[src/rtl/instr_fetch_unit.sv]
//==============================================================================
// Module      : instr_fetch_unit
// Description : Program counter, instruction-memory requester and instruction
//               register feeding the CPU control FSM. Fetches the word at pc
//               over a req/ack port, latches it into the IR, and applies the
//               controller's pc_en / pc_load / halt commands. A fetch that
//               never sees an ack is abandoned after TIMEOUT cycles and a HLT
//               opcode is injected so the controller stops cleanly.
// Ports       : clk, rst           - clock, synchronous active-high reset
//               i_fetch_en         - permits starting a fetch (from IDLE)
//               i_pc_en            - advance pc by 1 (in HOLD)
//               i_pc_load          - jump to operand (OP_JMP) or skip pc+2
//               i_halt             - stop fetching until reset
//               o_imem_req/addr    - memory request and address
//               i_imem_ack/rdata   - memory response
//               o_opcode/o_operand - IR fields
//               o_ir_valid         - IR holds the word fetched from pc
//               o_pc               - program counter
//               o_halted           - unit is halted
//               o_fetch_err        - sticky fetch-timeout flag
// Revision    : 1.0 - initial release
//==============================================================================
`default_nettype none

module instr_fetch_unit #(
  parameter int ADDR_W  = 5,
  parameter int OP_W    = 3,
  parameter int TIMEOUT = 15,
  parameter int OP_JMP  = 7,
  parameter int OP_HLT  = 0
) (
  input  logic                   clk,
  input  logic                   rst,
  input  logic                   i_fetch_en,
  input  logic                   i_pc_en,
  input  logic                   i_pc_load,
  input  logic                   i_halt,
  output logic                   o_imem_req,
  output logic [ADDR_W-1:0]      o_imem_addr,
  input  logic                   i_imem_ack,
  input  logic [OP_W+ADDR_W-1:0] i_imem_rdata,
  output logic [OP_W-1:0]        o_opcode,
  output logic [ADDR_W-1:0]      o_operand,
  output logic                   o_ir_valid,
  output logic [ADDR_W-1:0]      o_pc,
  output logic                   o_halted,
  output logic                   o_fetch_err
);

  localparam int c_WORD_W = OP_W + ADDR_W;
  // Keep the counter at least one bit wide so TIMEOUT=1 still elaborates.
  localparam int c_TMO_W  = (TIMEOUT > 1) ? $clog2(TIMEOUT) : 1;

  typedef enum logic [1:0] {
    S_IDLE   = 2'd0,
    S_REQ    = 2'd1,
    S_HOLD   = 2'd2,
    S_HALTED = 2'd3
  } state_t;

  state_t               r_state;
  logic [ADDR_W-1:0]    r_pc;
  logic [c_WORD_W-1:0]  r_ir;
  logic                 r_ir_valid;
  logic                 r_imem_req;
  logic [ADDR_W-1:0]    r_imem_addr;
  logic                 r_halted;
  logic                 r_fetch_err;
  logic                 r_halt_pending;
  logic [c_TMO_W-1:0]   r_tmo_cnt;

  logic                 w_tmo_hit;
  logic                 w_is_jmp;
  logic [c_WORD_W-1:0]  w_hlt_word;

  // Last REQ cycle allowed without an ack; an ack in that same cycle still wins.
  assign w_tmo_hit  = (r_tmo_cnt == c_TMO_W'(TIMEOUT - 1));
  assign w_is_jmp   = (r_ir[c_WORD_W-1:ADDR_W] == OP_W'(OP_JMP));
  assign w_hlt_word = {OP_W'(OP_HLT), {ADDR_W{1'b0}}};

  always_ff @(posedge clk) begin
    if (rst) begin
      r_state        <= S_IDLE;
      r_pc           <= '0;
      r_ir           <= '0;
      r_ir_valid     <= 1'b0;
      r_imem_req     <= 1'b0;
      r_imem_addr    <= '0;
      r_halted       <= 1'b0;
      r_fetch_err    <= 1'b0;
      r_halt_pending <= 1'b0;
      r_tmo_cnt      <= '0;
    end else begin
      case (r_state)
        S_IDLE: begin
          if (i_halt) begin
            r_state  <= S_HALTED;
            r_halted <= 1'b1;
          end else if (i_fetch_en) begin
            r_imem_req  <= 1'b1;
            r_imem_addr <= r_pc;
            r_tmo_cnt   <= '0;
            r_state     <= S_REQ;
          end
        end

        S_REQ: begin
          // The request is never withdrawn early; a halt here is deferred
          // until the word (or the injected HLT) has been captured.
          if (i_halt) begin
            r_halt_pending <= 1'b1;
          end
          if (i_imem_ack || w_tmo_hit) begin
            r_ir       <= i_imem_ack ? i_imem_rdata : w_hlt_word;
            r_ir_valid <= 1'b1;
            r_imem_req <= 1'b0;
            if (!i_imem_ack) begin
              r_fetch_err <= 1'b1;
            end
            if (r_halt_pending || i_halt) begin
              r_state  <= S_HALTED;
              r_halted <= 1'b1;
            end else begin
              r_state <= S_HOLD;
            end
          end else begin
            r_tmo_cnt <= r_tmo_cnt + c_TMO_W'(1);
          end
        end

        S_HOLD: begin
          if (i_halt) begin
            r_state  <= S_HALTED;
            r_halted <= 1'b1;
          end else if (i_pc_load) begin
            r_pc       <= w_is_jmp ? r_ir[ADDR_W-1:0] : r_pc + ADDR_W'(2);
            r_ir_valid <= 1'b0;
            r_state    <= S_IDLE;
          end else if (i_pc_en) begin
            r_pc       <= r_pc + ADDR_W'(1);
            r_ir_valid <= 1'b0;
            r_state    <= S_IDLE;
          end
        end

        S_HALTED: begin
          // Terminal until reset: everything frozen.
        end

        default: begin
          r_state <= S_IDLE;
        end
      endcase
    end
  end

  assign o_imem_req  = r_imem_req;
  assign o_imem_addr = r_imem_addr;
  assign o_opcode    = r_ir[c_WORD_W-1:ADDR_W];
  assign o_operand   = r_ir[ADDR_W-1:0];
  assign o_ir_valid  = r_ir_valid;
  assign o_pc        = r_pc;
  assign o_halted    = r_halted;
  assign o_fetch_err = r_fetch_err;

endmodule

`default_nettype wire

[config.mk]
export PLATFORM = sky130hd
export DESIGN_NAME = instr_fetch_unit
export DESIGN_NICKNAME = d
export VERILOG_FILES = /design/src/rtl/instr_fetch_unit.sv
export SDC_FILE = /design/constraint.sdc
export NUM_CORES = 1
export LEC_CHECK = 0
export ABC_AREA = 1
export CAP_MARGIN = 10
export CORE_UTILIZATION = 49
export CTS_CLUSTER_DIAMETER = 80
export DETAILED_ROUTE_END_ITERATION = 8
export HOLD_SLACK_MARGIN = 0.08
export PLACE_DENSITY = 0.76
export SKIP_CTS_REPAIR_TIMING = 1
export SKIP_LAST_GASP = 1
export SYNTH_ARGS = -nofsm -noshare
export SYNTH_HDL_FRONTEND = slang
export SYNTH_SLANG_ARGS = --single-unit
[constraint.sdc]
create_clock -name clk -period 1.6 [get_ports clk]
set_input_delay 0.32 -clock clk [delete_from_list [all_inputs] [get_ports clk]]
set_output_delay 0.32 -clock clk [all_outputs]
set_load 0.05 [all_outputs]
==> results_dict.tcl, run 1 <==
set metrics [dict create \
    clkPwrFrac_pct 21.8 \
    antenna_found_initial 0 \
    via_per_inst 4.97 \
    power_leakage_nw 0.918 \
    finalWeightedCongestion 0.776 \
    path_class "register to register" \
    finalCritPeriodShare_pct 92.8 \
    synth-seq-cells 29 \
    r2r-end "r_tmo_cnt[3]$_SDFFE_PP0P_" \
    final_antenna_net_count 0 \
    setup_viol 0 \
    grt_pass1_wl_um 5770 \
    wl_um 3420 \
    r2r-start "r_tmo_cnt[0]$_SDFFE_PP0P_" \
    syn-num-nets 242 \
    worst_pin_slew_ns 0.399 \
    ys_async_sr_fraction_pct 0 \
    dieArea_um2 3330 \
    gr-total-overflow 0 \
    rows 19 \
    synth_ff_type "dfxtp_1" \
    placed_area_um2 1940 \
    clockRootBuffer "clkbuf_4" \
    power_density_nw_per_um2 1430 \
    area_growth_pct 33.4 \
    grt_pass1_vias 1341 \
    hpwl_um 2440 \
    rsz0062_at_grt "no" \
    cp_data_required_time_ns 1.87 \
    final_cell_mix "58 x nand2_1, 29 x dfxtp_1, 27 x nor2_1, 26 x a21oi_1, 23 x buf_4" \
    final_common_cell "nand2_1" \
    vias 1465 \
    h-tree-depth 2 \
    violations "design-rule violations" \
    critPathCaptureType "register" \
    start_kind "register" \
    core-area_um2 2850 \
    hold_viol 0 \
    drive_gt1_share_pct 18.9 \
    clock-sinks 29 \
    holdPathStages 2 \
    die_w_um 57.7 \
    pin_count 37 \
    yosysWarnings 0 \
    period_needed_ns 1.48 \
    cts_buffers 5 \
    multiInputGateArea_um2 831 \
    clk_pin_slew_ns 0.10 \
    synth_edf_count 0 \
    holdCritStartpoint "o_imem_addr[1]$_SDFFE_PP0P_" \
    grt_max_degree 15 \
    final_cells 295 \
    internal_power_mw 1.68 \
    register_area_um2 581 \
    worst_clock_skew_ns 0.0128 \
    setup_slack_ns 0.115 \
    drc 2 \
    p_comb_share_pct 45.8 \
    run_status "finished, violations left" \
    track_usage_pct 22.6 \
    min_to "o_imem_addr[1]$_SDFFE_PP0P_" \
    p_sw_share_pct 41.9 \
    clk_latency_ns 0.34 \
    start_util_pct 53.4 \
    place_ws_ns -0.0293 \
    synth.avg_cell_area_um2 6.95 \
    dr.pass1.iters 6 \
    cts_tree "built" \
    io_buffers 36 \
    syn_area_um2 1520 \
    fp.dieH_um 57.7 \
    cts.path.max_buffers 2 \
    design_area_um2 2030 \
    vdd_ir_drop_max_mv 1.16 \
    nFillCells 267 \
    dp.cells 287 \
    maxCapViolations 0 \
    netlist_instances 219 \
    reg2reg_depth 9 \
    antennaDiodeCount 0 \
    slew_headroom_pct 73.4 \
    hold_class "register to register" \
    wl_per_cell_um 11.6 \
    switching_power_mw 1.22 \
    ys_types 23 \
    synth_seq_area_share_pct 38.1 \
    first_iter_violations 49 \
    fmax_mhz 673 \
    share_seq_of_total_power_pct 32.4 \
    cp.arrival_ns 1.76 \
    nets 286 \
    r2r_setup_slack_ns 0.12 \
    timing.final.max_slew_violations 0 \
    worstPathMaxFanout 14 \
]
[flip-flops by register name (all words and copies together), names as in the netlist]
| signal | flops |
|---|---|
| r_state | 2 |
| r_halt_pending | 1 |
| o_halted | 1 |
| r_ir | 8 |
| o_fetch_err | 1 |
| o_imem_addr | 5 |
| o_pc | 5 |
| o_imem_req | 1 |
| o_ir_valid | 1 |
| r_tmo_cnt | 4 |
[cells by family (layout without fill, tap and decap cells)]
kind of cell             Yosys count  in the layout  synth area share [%]
XOR/XNOR                           4              4                  2.30
adder cells (fa/ha/maj)            8              8                  6.57
buffers and inverters             25             70                  7.31
flip-flops                        29             29                  38.1
AO/OA/AOI/OAI                     41             41                  13.9
AND/OR/NAND/NOR                  112            112                  31.8
[cells in the mapped netlist (2+ instances only)]
library cell   n  area (um^2)
dfxtp_1       29          581
inv_1         17         63.8
inv_2          2         7.51
nand4_1        3         18.8
nor2_2         3         18.8
nand2_2        5         31.3
xnor2_1        2         17.5
nand2_1       58          218
nand3_2        2         20.0
nand3_1       12         60.1
xor2_1         2         17.5
a21oi_1       26          130
buf_2          3         15.0
o21ai_0       13         65.1
ha_1           8          100
nor2_1        27          101
[per-stage QoR]
step | hold slack, ns | total power, mW | TNS [ns] | util [%]
2_1_floorplan | 0.435 | 1.88 | 0 | -
3_3_place_gp | 0.451 | 2.25 | -0.0206 | 68.1
3_5_place_dp | 0.455 | 2.27 | -0.0293 | 68.1
4_1_cts | 0.469 | 2.91 | 0 | 71.1
5_1_grt | 0.480 | 3.11 | 0 | 71.2
6_report | 0.469 | 2.90 | 0 | 71.2
[critical path: stages (launching register included)]
cell and delay [ns]:
dfxtp_1 0.40, inv_1 0.08, ha_1 0.21, nand3_2 0.10, nand2_1 0.08, nand2_2 0.25
nand3_1 0.11, nand2_1 0.08, nand2_1 0.04, nor2_1 0.09
[power by group through the flow]
stage / Combinational, mW / Sequential [mW] / Clock, mW
floorplan: 0.679 / 1.20 / 0
global route: 1.48 / 0.957 / 0.670
CTS: 1.32 / 0.942 / 0.642
finish: 1.33 / 0.941 / 0.632
detailed placement: 1.31 / 0.957 / 0
global placement: 1.30 / 0.954 / 0
[metal layers]
metal  wire length (um)  share of wire (%)  global-route usage [%]  vias to the layer above
met1               1640                 48                    30.2                      628
met2               1550                 45                    33.7                       35
met5                  0                  0                       0                        -
met4                 59                1.7                    11.2                        0
li1                   -                  -                       -                      795
met3                173                5.1                    6.25                        7
[worst max-delay path by stage]
stage                                          from                         to  slack [ns]  cells after the start
after floorplan                o_pc[1]$_SDFFE_PP0P_       o_pc[3]$_SDFFE_PP0P_        0.08                      7
after global placement                       i_halt       o_pc[0]$_SDFFE_PP0P_       -0.02                      7
after detailed placement                     i_halt       o_pc[0]$_SDFFE_PP0P_       -0.03                      7
after CTS                 r_tmo_cnt[0]$_SDFFE_PP0P_  r_tmo_cnt[3]$_SDFFE_PP0P_        0.13                      9
after global routing        r_state[0]$_SDFFE_PP0P_    r_state[0]$_SDFFE_PP0P_       0.002                     10
final                     r_tmo_cnt[0]$_SDFFE_PP0P_  r_tmo_cnt[3]$_SDFFE_PP0P_        0.12                      9
[area by class of cell]
type	instances	share of cell area, %
clock buffer	7	2.71
clock inverter	1	1.48
inverter	20	4.07
multi-input combinational	165	40.9
sequential	29	28.6
tap	31	1.91
timing repair buffer	42	20.3
(Power assumes the default switching activity.)
==> run 2, diff against run 1 <==
--- a/config.mk
+++ b/config.mk
@@ -6,7 +6,6 @@
 export NUM_CORES = 1
 export LEC_CHECK = 0
 export ABC_AREA = 1
-export CAP_MARGIN = 10
 export CORE_UTILIZATION = 49
 export CTS_CLUSTER_DIAMETER = 80
 export DETAILED_ROUTE_END_ITERATION = 8
==> results of run 2 <==
No change in the layout: final DEF, timing and power equal those of run 1.
